### src/rtl/iq_tone_gen.sv
// iq_tone_gen: quadrature test-tone source (phase accumulator + 16-entry sine LUT) feeding offset-binary I/Q codes.
// Latency: first beat is valid the cycle after start; all outputs come straight from registers.
// Backpressure: valid/ready; while valid && !ready the codes and phase hold. Build option IQ_TONE_IMPAIR_EN enables gain/phase imbalance.
module iq_tone_gen #(
  parameter int PHASE_W = 8,
  parameter int LEN_W   = 8
) (
  input  logic               clk,
  input  logic               RESET,
  input  logic               en,
  input  logic               start,
  input  logic [LEN_W-1:0]   burst_len,
  input  logic [PHASE_W-1:0] freq_word,
  input  logic [2:0]         gain_adj,
  input  logic [1:0]         phase_skew,
  input  logic               out_ready,
  output logic               out_valid,
  output logic [3:0]         Ix_out,
  output logic [3:0]         Qx_out,
  output logic               busy,
  output logic               done
);

  typedef enum logic [1:0] {
    S_IDLE = 2'd0,
    S_RUN  = 2'd1,
    S_DONE = 2'd2
  } state_t;

  // Mid-scale code: what the sink sees while no tone is running.
  localparam logic [3:0] CODE_MID = 4'd8;

  state_t             state_q;
  logic [PHASE_W-1:0] phase_q, phase_d;
  logic [LEN_W-1:0]   count_q;
  logic               cont_q;
  logic               out_valid_q;
  logic [3:0]         ix_q, qx_q;
  logic               done_q;

  logic               accept;
  logic               start_ok;
  logic [3:0]         kidx_d;
  logic signed [2:0]  gain_s;
  logic [1:0]         skew_s;
  logic signed [3:0]  i_base, q_base, i_sat;
  logic signed [7:0]  i_ext, g_ext, i_prod, i_shift;
  logic [3:0]         ix_d, qx_d;

  assign accept   = out_valid_q && out_ready;
  assign start_ok = (state_q == S_IDLE) && start && en;

  // S[k] = round(7*sin(2*pi*k/16)), two's complement
  function automatic logic signed [3:0] sine_lut(input logic [3:0] k);
    logic signed [3:0] s;
    case (k)
      4'd0:    s = 4'h0;
      4'd1:    s = 4'h3;
      4'd2:    s = 4'h5;
      4'd3:    s = 4'h6;
      4'd4:    s = 4'h7;
      4'd5:    s = 4'h6;
      4'd6:    s = 4'h5;
      4'd7:    s = 4'h3;
      4'd8:    s = 4'h0;
      4'd9:    s = 4'hD;   // -3
      4'd10:   s = 4'hB;   // -5
      4'd11:   s = 4'hA;   // -6
      4'd12:   s = 4'h9;   // -7
      4'd13:   s = 4'hA;   // -6
      4'd14:   s = 4'hB;   // -5
      default: s = 4'hD;   // k=15: -3
    endcase
    return s;
  endfunction

  // Clamp a scaled sample back into the signed 4-bit range [-8, 7]
  function automatic logic signed [3:0] sat4(input logic signed [7:0] v);
    logic signed [3:0] r;
    if (v > 8'sd7)       r = 4'b0111;
    else if (v < -8'sd8) r = 4'b1000;
    else                 r = v[3:0];
    return r;
  endfunction

`ifdef IQ_TONE_IMPAIR_EN
  assign gain_s = gain_adj;
  assign skew_s = phase_skew;
`else
  // Ideal quadrature: trim inputs exist on the port list but have no effect.
  logic unused_impair;
  assign unused_impair = ^{gain_adj, phase_skew};
  assign gain_s = 3'sd0;
  assign skew_s = 2'd0;
`endif

  // Next phase: cleared on burst start, advanced only when a beat is taken
  always_comb begin
    phase_d = phase_q;
    if (start_ok)
      phase_d = '0;
    else if ((state_q == S_RUN) && accept)
      phase_d = phase_q + freq_word;
  end

  // Tone codes for the next phase, so the output registers load a fresh beat in one step
  always_comb begin
    kidx_d  = phase_d[PHASE_W-1 -: 4];
    i_base  = sine_lut(kidx_d + 4'd4);
    q_base  = sine_lut(kidx_d + {{2{skew_s[1]}}, skew_s});
    i_ext   = {{4{i_base[3]}}, i_base};
    g_ext   = 8'sd8 + {{5{gain_s[2]}}, gain_s};
    i_prod  = i_ext * g_ext;           // |7*11| fits in 8 signed bits
    i_shift = i_prod >>> 3;            // arithmetic shift = floor divide by 8
    i_sat   = sat4(i_shift);
    ix_d    = {~i_sat[3], i_sat[2:0]};
    qx_d    = {~q_base[3], q_base[2:0]};
  end

  // Burst FSM with registered handshake, code and status outputs
  always_ff @(posedge clk or posedge RESET) begin
    if (RESET) begin
      state_q     <= S_IDLE;
      phase_q     <= '0;
      count_q     <= '0;
      cont_q      <= 1'b0;
      out_valid_q <= 1'b0;
      ix_q        <= CODE_MID;
      qx_q        <= CODE_MID;
      done_q      <= 1'b0;
    end else begin
      done_q <= 1'b0;
      case (state_q)
        S_IDLE: begin
          if (start_ok) begin
            state_q     <= S_RUN;
            phase_q     <= phase_d;
            count_q     <= burst_len;
            cont_q      <= (burst_len == '0);
            out_valid_q <= 1'b1;
            ix_q        <= ix_d;
            qx_q        <= qx_d;
          end
        end
        S_RUN: begin
          if (!en) begin
            // Abort: drop valid next cycle, no completion pulse
            state_q     <= S_IDLE;
            out_valid_q <= 1'b0;
            ix_q        <= CODE_MID;
            qx_q        <= CODE_MID;
          end else if (accept) begin
            phase_q <= phase_d;
            if (!cont_q && (count_q == LEN_W'(1))) begin
              state_q     <= S_DONE;
              out_valid_q <= 1'b0;
              ix_q        <= CODE_MID;
              qx_q        <= CODE_MID;
              done_q      <= 1'b1;
            end else begin
              if (!cont_q)
                count_q <= count_q - LEN_W'(1);
              ix_q <= ix_d;
              qx_q <= qx_d;
            end
          end
        end
        S_DONE: begin
          state_q <= S_IDLE;
        end
        default: begin
          state_q     <= S_IDLE;
          out_valid_q <= 1'b0;
        end
      endcase
    end
  end

  assign out_valid = out_valid_q;
  assign Ix_out    = ix_q;
  assign Qx_out    = qx_q;
  assign busy      = (state_q != S_IDLE);
  assign done      = done_q;

endmodule
### config.mk
export PLATFORM = sky130hd
export DESIGN_NAME = iq_tone_gen
export DESIGN_NICKNAME = d
export VERILOG_FILES = /design/src/rtl/iq_tone_gen.sv
export SDC_FILE = /design/constraint.sdc
export NUM_CORES = 1
export LEC_CHECK = 0
export CAP_MARGIN = 20
export CORE_AREA = 5 5 74 76
export DETAILED_ROUTE_END_ITERATION = 8
export DIE_AREA = 0 0 79 81
export PLACE_DENSITY = 0.79
export SLEW_MARGIN = 20
export SYNTH_ARGS = -nofsm -noshare
export SYNTH_HDL_FRONTEND = slang
export SYNTH_SLANG_ARGS = --single-unit
### constraint.sdc
create_clock -name clk -period 2.5 [get_ports clk]
set_input_delay 0.25 -clock clk [delete_from_list [all_inputs] [get_ports clk]]
set_output_delay 0.25 -clock clk [all_outputs]
set_load 0.01 [all_outputs]
==> results by group <==
GRT
  • Vias in the first global route: 1955
  • Gr ovfl total: 0
  • GRT Total Usage: 17.35%
  • First-pass GRT wire length: 8845 microns
  • Pin count of the biggest net entering global routing: 18
  • Initial antenna violation count: 0

Logic synthesis
  • Avg Cell Area, Syn: 8.954 sq um
  • Yosys top cell by area: dfrtp_1
  • EDFF count, synth: 0
  • Total nets after synthesis: 272
  • Top post-synthesis cells by area: dfrtp_1, ha_1, o21ai_0
  • Ys flop type: dfrtp_1
  • Yosys warning count: 0
  • Post-synth cell types: 50
  • Synth Register Bits: 29
  • Async set-reset flop share out of synthesis: 100.0%
  • Synth Instances: 230
  • Yosys top cell area share: about a third
  • Sequential area share after synthesis: 35.36%
  • Mapped Area: 2059 sq um

Clock network
  • TritonCTS clock tree: yes
  • Clock Pin Slew Worst Setup and Hold Paths: 0.07 ns
  • Htree depth: 2
  • Clock root buffer: clkbuf_8
  • Sink Count: 29
  • Clock buffer depth: 2
  • CTS Hold Bufs: 0
  • Clk Latency, worst-skew pair: 0.29 ns
  • Cts bufs inserted: 5

Timing
  • Crit path time final: around 2.6 ns
  • Max-slew headroom: 54.05%
  • Highest clock rate: slightly below 400 MHz
  • Post-route worst setup slack: -0.05292 ns
  • Final setup fails: 3
  • RSZ-0062 raised after global routing: yes
  • Setup TNS: -0.05725 ns
  • Final Hold Vio Count: 0
  • Worst Clk Skew: 0.01294 ns
  • Max-slew violation count: 0
  • Period utilisation layout: 102.1%
  • Tightest Pin Transition: 0.6885 ns

Critical path
  • Crit path DAT: 2.72 ns
  • Crit-path max FO: 4
  • CP required: 2.66 ns
  • Critical path endpoint category: flip-flop
  • CP Launch Type: flip-flop
  • Crit path kind: reg -> reg

Final layout
  • Antenna Cells: 0
  • Layout Nets: 339
  • Most common cell after layout, fill and taps aside: buf_4
  • Most frequent cells in the layout: buf_4, clkdlybuf4s50_1, dfrtp_1
  • Layout area overhead: 40.95%
  • Fill count: 391
  • Fraction of layout cells with a size suffix above 1: 27.52%

Floorplan
  • Die Ht: 81 microns
  • Initial Util: 44.19%
  • Core area: 4661 sq um
  • Die Width: 79 microns
  • Rows: 25
  • Total Die Area: 6399 sq um
  • I/O Pins: 37

Routing
  • DR WL/cell: around 15 microns
  • First-pass DRT Iterations: 4
  • Routed Antenna Nets: 0
  • Via count: 1973
  • Iteration-0 DRC count of the detailed router: roughly 80
  • WL final: 5356 microns
  • DRC: 0
  • Via/cell ratio: 5.605

Run status
  • Violated checks: setup timing
  • Status: complete, but fails checks

Placed design
  • Dpl ws: -0.3708 ns
  • Gpl congestion: between 0.8 and 0.9
  • DP HPWL: 3861 microns
  • IO buf count: 31

Min path
  • Hold WC Path Type: in -> async

Pwr
  • Lkg Pwr: approximately 1.3 nW
  • VDD IR max: 0.4317 mV
  • PD cells: 887.9 nW/um^2

Flow run
  • Max Cap Viol: 0
cells by family after synthesis:
| kind of cell | Yosys count | share of synthesized area (%) |
|---|---|---|
| XOR/XNOR | 3 | 1.276 |
| multiplexers | 9 | 4.799 |
| AND/OR/NAND/NOR | 81 | 20.17 |
| buffers and inverters | 17 | 3.888 |
| adder cells (fa/ha/maj) | 16 | 10.09 |
| flip-flops | 29 | 35.36 |
| AO/OA/AOI/OAI | 75 | 24.42 |
final timing paths:
| check | start | endpoint | slack (ns) | cells past startpoint |
|---|---|---|---|---|
| worst min register to register | Qx_out[3] | Qx_out[3] | 0.47 | 2 |
| worst max register to register | phase_q[0] | Ix_out[2] | -0.05 | 12 |
| worst max-delay path | phase_q[0] | Ix_out[2] | -0.05 | 12 |
| min in group clk | Qx_out[3] | Qx_out[3] | 0.47 | 2 |
| max in group asynchronous | RESET | state_q[1] | 1.48 | 3 |
| worst min-delay path | RESET | Qx_out[2] | 0.36 | 2 |
stage by stage:
step	cells	util [%]	hold slack, ns	area, sq um	total power [W]
after global placement	338	56.43	0.4551	2630	0.001916
after global routing	352	62.28	0.3985	2903	0.002761
after floorplan	230	-	0.3266	2069	0.001469
after CTS	348	59.89	0.3647	2791	0.002466
final	352	62.28	0.3574	2903	0.002577
after detailed placement	338	56.43	0.4704	2630	0.001952
cell usage after synthesis (all sizes together), types with 3 or more instances:
cell	count
a22o	4
ha	15
a211oi	4
clkbuf	4
a21o	6
buf	3
or3	3
nand3	5
nor3	7
a21oi	17
nor2b	4
or2	3
o221ai	4
inv	10
nor2	14
nor4	3
mux2	4
nand2b	3
xor2	3
mux2i	5
dfrtp	27
o21ai	24
o21bai	3
nand2	27
area by class of cell:
| class | instances | area (sq um) | share of cell area [%] |
|---|---|---|---|
| multi-input combinational | 184 | 1370 | 47.20 |
| sequential | 29 | 728.2 | 25.09 |
| tap | 54 | 67.56 | 2.328 |
| inverter | 10 | 40.04 | 1.379 |
| clock buffer | 7 | 96.34 | 3.319 |
| clock inverter | 1 | 5.005 | 0.1724 |
| timing repair buffer | 67 | 595.6 | 20.52 |
registers in the layout, indices dropped and copies added (netlist names):
register and flops:
phase_q 8, count_q 8, Ix_out 4, cont_q 1, done 1, Qx_out 4, state_q 2, out_valid 1
what timing repair did:
item	4_1_cts	5_1_grt
setup buffers	2	4
endpoints found under the setup margin	7	8
resized for setup	10	20
pin swaps	5	13
per-layer routing:
layer / global-route usage (%) / vias up / wire, microns
li1: - / 981 / -
met1: 21.03 / 944 / 2387
met2: 29.71 / 41 / 2678
met3: 4.878 / 7 / 243
met4: 5.842 / 0 / 46
met5: 0 / - / 0
worst max-delay path, stage by stage, from the launching register on:
cell and delay (ns):
dfrtp_1 0.38, ha_2 0.21, fa_2 0.36, a21o_1 0.20, a21oi_2 0.14, nor2_1 0.05, or3_4 0.40, inv_4 0.09
buf_6 0.12, ha_4 0.12, inv_2 0.03, mux2i_2 0.19, o311ai_2 0.12
power breakdown:
part           leakage (nW)  internal [W]  switching, W
Clock                0.0542      0.000248      0.000186
Sequential            0.374      0.000616      0.000133
Combinational         0.877      0.000719      0.000674
Total                  1.31       0.00158      0.000994
No activity file was read; power rests on OpenSTA's default activity.
